<file path="src/rtl/echo_queue.sv">
// echo_queue: DEPTH-entry tagged FIFO that replays say/say2 requests in order
// on the heard/heard2 indication channels, with an LED register and
// echo/drop statistics.
module echo_queue #(
  parameter int V_WIDTH   = 32,
  parameter int AB_WIDTH  = 16,
  parameter int DEPTH     = 4,
  parameter int LED_WIDTH = 8
) (
  input  logic                     CLK,
  input  logic                     RST,
  input  logic                     say__ENA,
  input  logic [V_WIDTH-1:0]       say_v,
  output logic                     say__RDY,
  input  logic                     say2__ENA,
  input  logic [AB_WIDTH-1:0]      say2_a,
  input  logic [AB_WIDTH-1:0]      say2_b,
  output logic                     say2__RDY,
  input  logic                     setLeds__ENA,
  input  logic [LED_WIDTH-1:0]     setLeds_v,
  output logic                     setLeds__RDY,
  output logic                     heard__ENA,
  output logic [V_WIDTH-1:0]       heard_v,
  input  logic                     heard__RDY,
  output logic                     heard2__ENA,
  output logic [AB_WIDTH-1:0]      heard2_a,
  output logic [AB_WIDTH-1:0]      heard2_b,
  input  logic                     heard2__RDY,
  output logic [LED_WIDTH-1:0]     leds,
  output logic [$clog2(DEPTH):0]   occupancy,
  output logic [31:0]              echo_count,
  output logic [15:0]              drop_count
);

  localparam int AW = $clog2(DEPTH);
  localparam int OW = AW + 1;
  localparam int PW = (V_WIDTH > 2*AB_WIDTH) ? V_WIDTH : 2*AB_WIDTH;
  localparam logic [OW-1:0] FULL = OW'(DEPTH);

  // t=0: say (v zero-extended), t=1: say2 ({a,b}, b in the low bits)
  typedef struct packed {
    logic          t;
    logic [PW-1:0] p;
  } entry_t;

  entry_t                 r_mem [DEPTH];
  logic [AW-1:0]          r_wptr, r_rptr;
  logic [OW-1:0]          r_occ;
  logic [LED_WIDTH-1:0]   r_leds;
  logic [31:0]            r_echo;
  logic [15:0]            r_drop;

  logic   w_full, w_valid;
  logic   w_enq_say, w_enq_say2, w_enq, w_deq, w_drop;
  entry_t w_new, w_head;

  assign w_full     = (r_occ == FULL);
  assign w_valid    = (r_occ != '0);
  assign w_enq_say  = say__ENA && !w_full;
  // say wins a collision; the losing say2 is counted as a drop
  assign w_enq_say2 = say2__ENA && !say__ENA && !w_full;
  assign w_drop     = say2__ENA && say__ENA && !w_full;
  assign w_enq      = w_enq_say || w_enq_say2;
  assign w_head     = r_mem[r_rptr];
  assign w_deq      = heard__ENA || heard2__ENA;

  assign say__RDY     = !w_full;
  assign say2__RDY    = !w_full;
  assign setLeds__RDY = 1'b1;
  assign heard__ENA   = w_valid && !w_head.t && heard__RDY;
  assign heard2__ENA  = w_valid &&  w_head.t && heard2__RDY;
  assign heard_v      = w_head.p[V_WIDTH-1:0];
  assign heard2_b     = w_head.p[AB_WIDTH-1:0];
  assign heard2_a     = w_head.p[2*AB_WIDTH-1:AB_WIDTH];
  assign leds         = r_leds;
  assign occupancy    = r_occ;
  assign echo_count   = r_echo;
  assign drop_count   = r_drop;

  // Build the entry to enqueue from whichever request is accepted
  always_comb begin
    w_new   = '0;
    w_new.t = w_enq_say2;
    if (w_enq_say2) w_new.p[2*AB_WIDTH-1:0] = {say2_a, say2_b};
    else            w_new.p[V_WIDTH-1:0]    = say_v;
  end

  // Storage array; contents need no reset since occupancy gates validity
  always_ff @(posedge CLK) begin
    if (w_enq) r_mem[r_wptr] <= w_new;
  end

  // Pointers, occupancy, LEDs and statistics
  always_ff @(posedge CLK or posedge RST) begin
    if (RST) begin
      r_wptr <= '0;
      r_rptr <= '0;
      r_occ  <= '0;
      r_leds <= '0;
      r_echo <= '0;
      r_drop <= '0;
    end else begin
      if (w_enq) r_wptr <= r_wptr + 1'b1;
      if (w_deq) begin
        r_rptr <= r_rptr + 1'b1;
        r_echo <= r_echo + 32'd1;
      end
      r_occ <= r_occ + OW'(w_enq) - OW'(w_deq);
      if (w_drop && r_drop != 16'hFFFF) r_drop <= r_drop + 16'd1;
      if (setLeds__ENA) r_leds <= setLeds_v;
    end
  end

endmodule

</file>
<file path="config.mk">
export PLATFORM = sky130hd
export DESIGN_NAME = echo_queue
export DESIGN_NICKNAME = d
export VERILOG_FILES = /design/src/rtl/echo_queue.sv
export SDC_FILE = /design/constraint.sdc
export NUM_CORES = 1
export LEC_CHECK = 0
export ABC_AREA = 0
export CAP_MARGIN = 20
export CORE_UTILIZATION = 45
export DETAILED_ROUTE_END_ITERATION = 6
export GPL_TIMING_DRIVEN = 0
export PLACE_DENSITY = 0.72
export SLEW_MARGIN = 20
export SYNTH_ARGS = -nofsm -noshare
export SYNTH_HDL_FRONTEND = slang
export SYNTH_SLANG_ARGS = --single-unit
export TNS_END_PERCENT = 100
</file>
<file path="constraint.sdc">
create_clock -name CLK -period 3.75 [get_ports CLK]
set_input_delay 0.75 -clock CLK [delete_from_list [all_inputs] [get_ports CLK]]
set_output_delay 0.75 -clock CLK [all_outputs]
set_load 0.01 [all_outputs]
</file>
==> out/metrics.yaml <==
initial_core_util: 0.461
grt_pass1_vias: 5150
path_class: "flop to output pin"
synth-edff-count: 132
port_buffers: 204
rsz0062_at_grt: "no"
fillerInstances: 1346
maxCapViolCount: 0
drt-total-wl_mm: 16.8
gp_congestion: 0.844
die-area_um2: 19100
avgSynthCellArea_um2: 16.6
ys_seq_area_frac: 0.664
crit_path_end_kind: "output pin"
cp-startpoint: "r_rptr[1]$_DFFE_PP0P_"
worst_ir_drop_vdd_uv: 403
gr-total-overflow: 0
crit_arrival_ns: 2.58
regArea_um2: 5540
ios: 207
netlist_instances: 503
cts_buffer_depth: 2
dieHeight_um: 138
via_per_inst: 5.09
max_freq_mhz: 300
hold_class: "flop to flop"
drt_iter0_drc: 259
required_ns: 3.00
dr.pass1.iters: 6
clock_skew_ns: 0.00785
tns_ns: 0
grt_pass1_wl_mm: 26.8
final_nets: 819
drive_above_1_share: 0.224
async_flop_share: 0.323
grt_max_degree: 57
core-area_um2: 18100
p_per_area_nw_per_um2: 759
min_from: "echo_count[25]$_DFFE_PP0P_"
syn_to_final_growth_pct: 36.2
drc: 38
avgRoutedWirePerCell_um: 17.3
cp_cell_sequence: "buf_2 -> clkbuf_1 -> mux4_2 -> buf_4 -> clkdlybuf4s50_1"
setup-violations-final: 0
crit_family: "buffers and inverters"
cp_max_fo: 10
crit_slowest_cell: "clkbuf_1"
relSlewSlack: 0.487
min_period_over_period: 0.889
yosys_warnings: 0
rows: 49
multi_input_area_um2: 2430
die_w_um: 138
cts_root_buffer: "clkbuf_16"
cp_slowest_stage_delay_ns: 0.55
insertion_delay_ns: 0.43
period_needed_ns: 3.33
slew_violations: 0
final-hold-violation-count: 0
clk_pin_slew_ns: 0.07
ant_nets: 0
clock_sinks: 195
track_usage: 0.183
synth-main-ff-cell: "edfxtp_1"
cts_resized: 0
cts_tree: "built"
failed_checks: "DRC"
synth_cell_types: 39
leakagePower_nw: 4.32
syn_area_um2: 8340
cts_max_level: 4
final_cell_mix: "204 x clkdlybuf4s50_1, 132 x edfxtp_1, 63 x dfrtp_1, 41 x mux2_2, 34 x buf_4"
worst-path-buf-inv: 4
vias: 4956
startpoint_type: "flop"
ys_ff_latch: 195
cts_made_buffers: 17
syn-num-nets: 591
status: "finished, violations left"
ctsHoldBuffers: 0
tightestPinTransition_ns: 0.767
post-cts-setup-buffer-count: 0
timing.rr.start: "r_rptr[0]$_DFFE_PP0P_"
antenna_found_initial: 0
layout_commonest_cell: "clkdlybuf4s50_1"
whs_ns: 0.486
antenna_cells: 0
hpwl_mm: 11.7
## logic make-up after synthesis
| logic type | count (synthesis) | synth area share |
|---|---|---|
| XOR/XNOR | 51 | 0.0536 |
| buffers and inverters | 62 | 0.0453 |
| AND/OR/NAND/NOR | 107 | 0.0732 |
| adder cells (fa/ha/maj) | 9 | 0.0144 |
| flip-flops | 195 | 0.664 |
| other | 1 | 0.000450 |
| AO/OA/AOI/OAI | 3 | 0.00255 |
| multiplexers | 75 | 0.146 |
## worst register-to-register path, delay by kind of cell (launching register included)
kind                     cells  cell delay [ns]
buffers and inverters        3             0.27
XOR/XNOR                     2             0.32
adder cells (fa/ha/maj)      3             0.84
flip-flops                   1             0.34
AND/OR/NAND/NOR              1             0.12
multiplexers                 2             0.99
## through the flow
| step | setup slack, ns | utilization | cell area (µm²) | cells | power [mW] |
|---|---|---|---|---|---|
| 6_report | 0.416 | 0.628 | 11400 | 973 | 8.62 |
| 5_1_grt | 0.289 | 0.628 | 11400 | 973 | 9.07 |
| 4_1_cts | 0.338 | 0.628 | 11400 | 973 | 8.75 |
| 3_5_place_dp | 0.657 | 0.596 | 10800 | 941 | 6.98 |
| 3_3_place_gp | 0.264 | 0.590 | 10700 | 936 | 6.82 |
| 2_1_floorplan | 1.02 | - | 8340 | 503 | 5.13 |
## registers in the layout (all words and copies together) (netlist names)
| name | count |
|---|---|
| r_rptr | 2 |
| occupancy | 3 |
| r_mem | 132 |
| drop_count | 16 |
| r_wptr | 2 |
| echo_count | 32 |
| leds | 8 |
## metal layers
metal	share of wire	vias up	track usage
met1	0.43	2464	0.226
li1	-	2303	-
met4	0.0087	0	0.0497
met3	0.073	14	0.0634
met5	0	-	0
met2	0.49	175	0.307
## power breakdown
part / internal (mW) / switching [mW] / leakage (nW)
sequential: 2.93 / 0.194 / 2.03
combinational: 2.14 / 1.59 / 2.02
clock: 0.937 / 0.820 / 0.274
## final cells by class
cell class                 instances  area share
sequential                       195       0.488
multi-input combinational        246       0.214
timing repair buffer             209       0.189
clock buffer                      17      0.0375
buffer                            48      0.0286
tap                              229      0.0252
clock inverter                    15      0.0129
inverter                          14     0.00485
## Yosys cell counts (12+ instances only)
library cell | n | area share
xor2_1 | 25 | 0.026
nand3_1 | 16 | 0.0096
edfxtp_1 | 132 | 0.48
mux4_2 | 33 | 0.089
nand2_1 | 21 | 0.0095
nor2_1 | 23 | 0.010
dfrtp_1 | 63 | 0.19
inv_1 | 13 | 0.0059
mux2_2 | 41 | 0.055
xnor2_1 | 26 | 0.027
nand4_1 | 12 | 0.0090
buf_4 | 34 | 0.031
## worst paths after layout
check | endpoint | slack, ns | cells after the start
max | heard_v[29] | 0.42 | 5
min | echo_count[25]$_DFFE_PP0P_ | 0.49 | 1
min in group asynchronous | drop_count[3]$_DFFE_PP0P_ | 0.56 | 2
min reg2reg | echo_count[25]$_DFFE_PP0P_ | 0.49 | 1
max reg2reg | occupancy[2]$_DFF_PP0_ | 0.80 | 11
max in group asynchronous | r_rptr[0]$_DFFE_PP0P_ | 2.70 | 3
Note: power is estimated with default switching activity, not from simulation.
